[config.mk]
export PLATFORM = sky130hd
export DESIGN_NAME = lpf_coeff_loader_flat
export DESIGN_NICKNAME = d
export VERILOG_FILES = /design/src/rtl/lpf_coeff_loader_if.sv /design/src/rtl/lpf_coeff_loader.sv /design/src/flat_wrapper.sv
export SDC_FILE = /design/constraint.sdc
export NUM_CORES = 1
export LEC_CHECK = 0
export BUFFER_PORTS_ARGS = -buffer_cell sky130_fd_sc_hd__buf_2
export CORE_ASPECT_RATIO = 1.75
export CORE_MARGIN = 2
export CORE_UTILIZATION = 50
export CTS_BUF_LIST = sky130_fd_sc_hd__clkbuf_2
export CTS_CLUSTER_SIZE = 20
export DETAILED_ROUTE_END_ITERATION = 7
export HOLD_SLACK_MARGIN = 0.05
export PLACE_DENSITY = 0.76
export SYNTH_ARGS = -nofsm -noshare
export SYNTH_HDL_FRONTEND = slang
export SYNTH_SLANG_ARGS = --single-unit
[constraint.sdc]
create_clock -name clk -period 10.95 [get_ports clk]
set_input_delay 0.5475 -clock clk [delete_from_list [all_inputs] [get_ports clk]]
set_output_delay 0.5475 -clock clk [all_outputs]
set_load 0.02 [all_outputs]
[src/rtl/lpf_coeff_loader_if.sv]
// ---------------------------------------------------------------------------
// lpf_coeff_loader_if
// Coefficient stream from a host/control source into lpf_coeff_loader.
// Signal suffixes are named from the loader's point of view, so the names
// match the loader's documented ports.
//   coef_valid_i  : a coefficient word is present
//   coef_data_i   : coefficient word (tap 0 first), COEFFICIENT_LEN bits
//   coef_last_i   : final word of a set, qualified by coef_valid_i
//   coef_ready_o  : loader can accept a word
// Modports: master = stream source, slave = lpf_coeff_loader.
// ---------------------------------------------------------------------------
interface lpf_coeff_loader_if #(
  parameter int COEFFICIENT_LEN = 16
);
  logic                       coef_valid_i;
  logic [COEFFICIENT_LEN-1:0] coef_data_i;
  logic                       coef_last_i;
  logic                       coef_ready_o;

  modport master (
    output coef_valid_i,
    output coef_data_i,
    output coef_last_i,
    input  coef_ready_o
  );

  modport slave (
    input  coef_valid_i,
    input  coef_data_i,
    input  coef_last_i,
    output coef_ready_o
  );
endinterface

[src/rtl/lpf_coeff_loader.sv]
// ---------------------------------------------------------------------------
// lpf_coeff_loader
// Collects TAP_NUM coefficient words from a valid/ready stream into a shadow
// bank and copies the whole bank to coeff_o in one edge once the filter
// reports a safe point (commit_ok_i). Malformed sets are discarded.
// Ports:
//   clk, rst        : clock, asynchronous active-high reset
//   coef_if (slave) : coefficient stream (valid/data/last in, ready out)
//   commit_ok_i     : filter is at a safe point to swap coefficients
//   coeff_o         : active bank, coeff_o[k] is tap k (bit-exact words)
//   coeff_update_o  : one-cycle pulse in the cycle after a commit
//   load_err_o      : one-cycle pulse when a malformed set is discarded
//   busy_o          : high while the state is not IDLE
// ---------------------------------------------------------------------------
module lpf_coeff_loader #(
  parameter int TAP_NUM         = 16,
  parameter int COEFFICIENT_LEN = 16
) (
  input  logic                                    clk,
  input  logic                                    rst,
  lpf_coeff_loader_if.slave                       coef_if,
  input  logic                                    commit_ok_i,
  output logic [TAP_NUM-1:0][COEFFICIENT_LEN-1:0] coeff_o,
  output logic                                    coeff_update_o,
  output logic                                    load_err_o,
  output logic                                    busy_o
);

  localparam int IDX_W = (TAP_NUM > 1) ? $clog2(TAP_NUM) : 1;
  localparam logic [IDX_W-1:0] LAST_IDX = IDX_W'(TAP_NUM - 1);

  typedef enum logic [1:0] {
    IDLE = 2'd0,
    LOAD = 2'd1,
    PEND = 2'd2
  } state_t;

  state_t                                  state_q, state_d;
  logic [IDX_W-1:0]                        idx_q, idx_d;
  // Set after a long-set error: swallow words through the next coef_last_i.
  logic                                    drain_q, drain_d;
  logic                                    ready_q, ready_d;
  logic                                    busy_q, busy_d;
  logic                                    upd_q, upd_d;
  logic                                    err_q, err_d;
  logic [TAP_NUM-1:0][COEFFICIENT_LEN-1:0] coeff_q, coeff_d;
  logic [TAP_NUM-1:0][COEFFICIENT_LEN-1:0] shadow_q;
  logic                                    accept_s;
  logic                                    wr_en_s;

  assign accept_s = coef_if.coef_valid_i & ready_q;

  // Next-state logic for the IDLE/LOAD/PEND loader FSM and its outputs.
  always_comb begin
    state_d = state_q;
    idx_d   = idx_q;
    drain_d = drain_q;
    coeff_d = coeff_q;
    upd_d   = 1'b0;
    err_d   = 1'b0;
    wr_en_s = 1'b0;
    case (state_q)
      IDLE, LOAD: begin
        if (accept_s) begin
          if (drain_q) begin
            // Dropped word of a discarded long set; stay in IDLE.
            if (coef_if.coef_last_i) begin
              drain_d = 1'b0;
            end else begin
              drain_d = 1'b1;
            end
          end else begin
            wr_en_s = 1'b1;
            if (idx_q == LAST_IDX) begin
              if (coef_if.coef_last_i) begin
                state_d = PEND;
              end else begin
                // Long set: more words than taps.
                err_d   = 1'b1;
                state_d = IDLE;
                idx_d   = '0;
                drain_d = 1'b1;
              end
            end else if (coef_if.coef_last_i) begin
              // Short set: last marker before the final tap.
              err_d   = 1'b1;
              state_d = IDLE;
              idx_d   = '0;
            end else begin
              state_d = LOAD;
              idx_d   = idx_q + IDX_W'(1);
            end
          end
        end else begin
          state_d = state_q;
        end
      end
      PEND: begin
        if (commit_ok_i) begin
          coeff_d = shadow_q;
          upd_d   = 1'b1;
          state_d = IDLE;
          idx_d   = '0;
        end else begin
          state_d = PEND;
        end
      end
      default: begin
        state_d = IDLE;
        idx_d   = '0;
        drain_d = 1'b0;
      end
    endcase
    // ready/busy are registered copies derived from the next state.
    ready_d = (state_d != PEND);
    busy_d  = (state_d != IDLE);
  end

  // FSM and output registers; reset clears the active bank asynchronously.
  always_ff @(posedge clk or posedge rst) begin
    if (rst) begin
      state_q <= IDLE;
      idx_q   <= '0;
      drain_q <= 1'b0;
      ready_q <= 1'b1;
      busy_q  <= 1'b0;
      upd_q   <= 1'b0;
      err_q   <= 1'b0;
      coeff_q <= '0;
    end else begin
      state_q <= state_d;
      idx_q   <= idx_d;
      drain_q <= drain_d;
      ready_q <= ready_d;
      busy_q  <= busy_d;
      upd_q   <= upd_d;
      err_q   <= err_d;
      coeff_q <= coeff_d;
    end
  end

  // Shadow bank write; contents are don't-care until a full set is held.
  always_ff @(posedge clk) begin
    if (wr_en_s) begin
      shadow_q[idx_q] <= coef_if.coef_data_i;
    end
  end

  assign coef_if.coef_ready_o = ready_q;
  assign coeff_o              = coeff_q;
  assign coeff_update_o       = upd_q;
  assign load_err_o           = err_q;
  assign busy_o               = busy_q;

endmodule

[src/flat_wrapper.sv]
// flat-port wrapper written by rule: the top's interface ports become plain ports
module lpf_coeff_loader_flat 
#(
  parameter int TAP_NUM         = 16,
  parameter int COEFFICIENT_LEN = 16
)
  (clk, rst, commit_ok_i, coeff_o, coeff_update_o, load_err_o, busy_o, coef_if_coef_valid_i, coef_if_coef_data_i, coef_if_coef_last_i, coef_if_coef_ready_o);
  lpf_coeff_loader_if #(.COEFFICIENT_LEN(COEFFICIENT_LEN)) coef_if_i ();
  input  logic clk;
  input  logic rst;
  input  logic commit_ok_i;
  output logic [TAP_NUM-1:0][COEFFICIENT_LEN-1:0] coeff_o;
  output logic coeff_update_o;
  output logic load_err_o;
  output logic busy_o;
  input wire logic [$bits(coef_if_i.coef_valid_i)-1:0] coef_if_coef_valid_i;
  input wire logic [$bits(coef_if_i.coef_data_i)-1:0] coef_if_coef_data_i;
  input wire logic [$bits(coef_if_i.coef_last_i)-1:0] coef_if_coef_last_i;
  output wire logic [$bits(coef_if_i.coef_ready_o)-1:0] coef_if_coef_ready_o;
  assign coef_if_i.coef_valid_i = coef_if_coef_valid_i;
  assign coef_if_i.coef_data_i = coef_if_coef_data_i;
  assign coef_if_i.coef_last_i = coef_if_coef_last_i;
  assign coef_if_coef_ready_o = coef_if_i.coef_ready_o;
  lpf_coeff_loader #(.TAP_NUM(TAP_NUM), .COEFFICIENT_LEN(COEFFICIENT_LEN)) u_core (.clk(clk), .rst(rst), .coef_if(coef_if_i), .commit_ok_i(commit_ok_i), .coeff_o(coeff_o), .coeff_update_o(coeff_update_o), .load_err_o(load_err_o), .busy_o(busy_o));
endmodule
==> results.json <==
{
  "status": "complete, no violations",
  "p_leak_nw": 9.61,
  "finalCritPeriodShare_pct": 34.5,
  "drt-initial-drc-count": 529,
  "place_area_um2": 19800,
  "drtPass1Iterations": 5,
  "fin_crit_ns": 3.78,
  "r2r_slack_ns": 7.17,
  "core_area_um2": 35800,
  "grt_start_max_net_pins": 138,
  "synth_cell_types": 34,
  "ys_seq_area_share_pct": 79.6,
  "yosysWarnings": 0,
  "clockBufferDepth": 3,
  "place_congestion": 0.752,
  "clkLatencyLatePin_ns": 1.02,
  "maxCapViolCount": 0,
  "ant_nets": 0,
  "dieArea_um2": 37700,
  "vias_per_cell": 5.09,
  "path_clk_slew_ns": 0.12,
  "rsz0062_at_grt": "false",
  "syn_area_per_cell_um2": 20.6,
  "numCtsBuffers": 107,
  "cp_max_fo": 81,
  "ys_ff_latch": 523,
  "fin_skew_ns": 0.0458,
  "irDropWorstVdd_mv": 0.0990,
  "wl_um": 41300,
  "synth.cell_area_um2": 18100,
  "powerDensity_nw_per_um2": 175,
  "fmax_mhz": 265,
  "crit_path_end": "u_core.coeff_o[53]",
  "async_flop_share_pct": 51.1,
  "via_count": 9282,
  "r2r_cells": 5,
  "cts.sinks": 523,
  "hold_viol_final": 0,
  "r2r_start": "u_core.state_q[1]",
  "slew_headroom_pct": 29.6,
  "cts_root_buffer": "clkbuf_2",
  "critPathKind": "flop to flop",
  "num_rows": 92,
  "yosysTopAreaCell": "edfxtp_1",
  "die_height_um": 255,
  "synth_ff_type": "dfrtp_1",
  "syn-instance-count": 875,
  "postCtsResizedCells": 0,
  "grt_first_pass_wirelength_um": 61100,
  "critPathLaunch": "u_core.state_q[1]",
  "wl_per_cell_um": 22.6,
  "nets": 1287,
  "cts_tree": "yes",
  "final_max_slew_viol_count": 0,
  "cts_max_level": 3,
  "start_util_pct": 50.5,
  "grtUsageTotal_pct": 22.3,
  "drc": 0,
  "synthTopCellsByArea": "edfxtp_1, dfrtp_1, mux2_2, mux2_1, buf_6",
  "finalSetupViolCount": 0,
  "synth_edf_count": 256,
  "finalSetupTns_ns": 0,
  "whs_ns": 0.277,
  "crit_path_start_kind": "flop",
  "required_ns": 11.85,
  "yosysTopAreaCellShare_pct": 42.6,
  "syn2layout_area_growth_pct": 16.3,
  "ios": 281,
  "tightest_slew_ns": 1.06,
  "die_x_um": 148,
  "stdcell_area_um2": 21000,
  "antenna_found_initial": 1,
  "syn_nets": 902,
  "grt_pass1_vias": 9905,
  "min_path_type": "primary input to async pin",
  "n_fill_cell": 2735,
  "worstReg2RegEnd": "u_core.coeff_o[53]",
  "cp.arrival_ns": 4.68,
  "drive_gt1_share_pct": 51.4,
  "port-buffer-count": 280,
  "overflow": 0,
  "dp_hpwl_um": 25000,
  "end_kind": "flop"
}
cell type report:
cell class	count	area [um2]	share of cell area, %
sequential	523	14400	68.4
multi-input combinational	314	3340	15.9
timing repair buffer	308	1670	7.93
clock buffer	177	886	4.22
tap	470	588	2.80
clock inverter	25	123	0.584
inverter	6	30.0	0.143
antenna	2	5.00	0.0238
cells in the mapped netlist, drive strengths merged, types with 2 or more instances:
cell type    n
ha           6
clkbuf       2
and3b        2
edfxtp     256
dfrtp      266
o21ai        2
nand3        2
mux2       256
nor3         2
and3         9
and2         7
nand2        3
mux2i        2
inv          6
a211o        2
buf         30
nor2         8
sequential cells by signal, indices dropped and copies added, names as in the netlist:
name                         count
u_core.busy_o                    1
u_core.coef_if.coef_ready_o      1
u_core.coeff_o                 256
u_core.coeff_update_o            1
u_core.drain_q                   1
u_core.idx_q                     4
u_core.load_err_o                1
u_core.shadow_q                256
u_core.state_q                   2
cell families after synthesis:
| group | Yosys count | share of synthesized area [%] |
|---|---|---|
| mux | 258 | 16.1 |
| fa+ha+maj | 6 | 0.416 |
| buf+inv | 38 | 1.97 |
| simple gates | 39 | 1.43 |
| compound gates | 11 | 0.561 |
| flops | 523 | 79.6 |
routing by layer:
metal	vias up	track usage [%]	share of wire, %
li1	4082	-	-
met3	92	4.88	5.5
met2	329	38.4	54
met1	4779	26.1	37
met5	-	0	0
met4	0	11.4	4.3
power breakdown:
group	leakage, nW	total (mW)	switching [mW]	internal, mW
clock network	0.805	1.15	0.704	0.446
registers	5.82	2.22	0.0491	2.17
logic	2.98	0.311	0.213	0.0984
total	9.61	3.68	0.966	2.72
critical path, cell delays in order (launching register included):
cell	delay (ns)
dfrtp_1	0.52
nand2b_2	0.14
nor2_4	0.72
buf_4	0.80
buf_4	0.95
mux2_2	0.43
how the worst min path moves through the flow:
stage	start	end	slack, ns
after floorplan	u_core.shadow_q[112]	u_core.coeff_o[112]	0.44
after global placement	u_core.shadow_q[141]	u_core.coeff_o[141]	0.44
after detailed placement	u_core.shadow_q[130]	u_core.coeff_o[130]	0.45
after CTS	rst	u_core.coeff_o[3]	0.26
after global routing	rst	u_core.coeff_o[4]	0.31
final	rst	u_core.coeff_o[20]	0.28
placed cells by master, fill, tap and decap left out, types with 2 or more instances in the layout:
master,instances
mux2_2,216
and3_1,9
dlygate4sd3_1,22
inv_1,5
clkbuf_2,177
o21ai_0,2
inv_2,5
nor3_1,2
nor2_1,7
clkinv_1,17
buf_2,280
ha_1,6
mux2_1,40
mux2i_1,2
a211o_1,2
and2_1,7
dfrtp_1,266
buf_4,6
and3b_1,2
nand3_1,2
clkinv_2,2
diode_2,2
edfxtp_1,256
nand2_1,3
through the flow:
stage / worst slack, ns / instances / power [mW] / utilization, %
after floorplan: 3.05 / 875 / 2.42 / -
after global placement: 7.07 / 1599 / 2.56 / 55.2
after detailed placement: 7.05 / 1599 / 2.58 / 55.2
after CTS: 7.10 / 1823 / 3.73 / 58.7
after global routing: 6.89 / 1824 / 3.85 / 58.7
final: 7.17 / 1825 / 3.68 / 58.7
timing repair:
action                    in CTS  in global routing
hold buffers                  22                  0
setup buffers                  0                  0
hold endpoints to repair     400                  0
(Power assumes the default switching activity.)
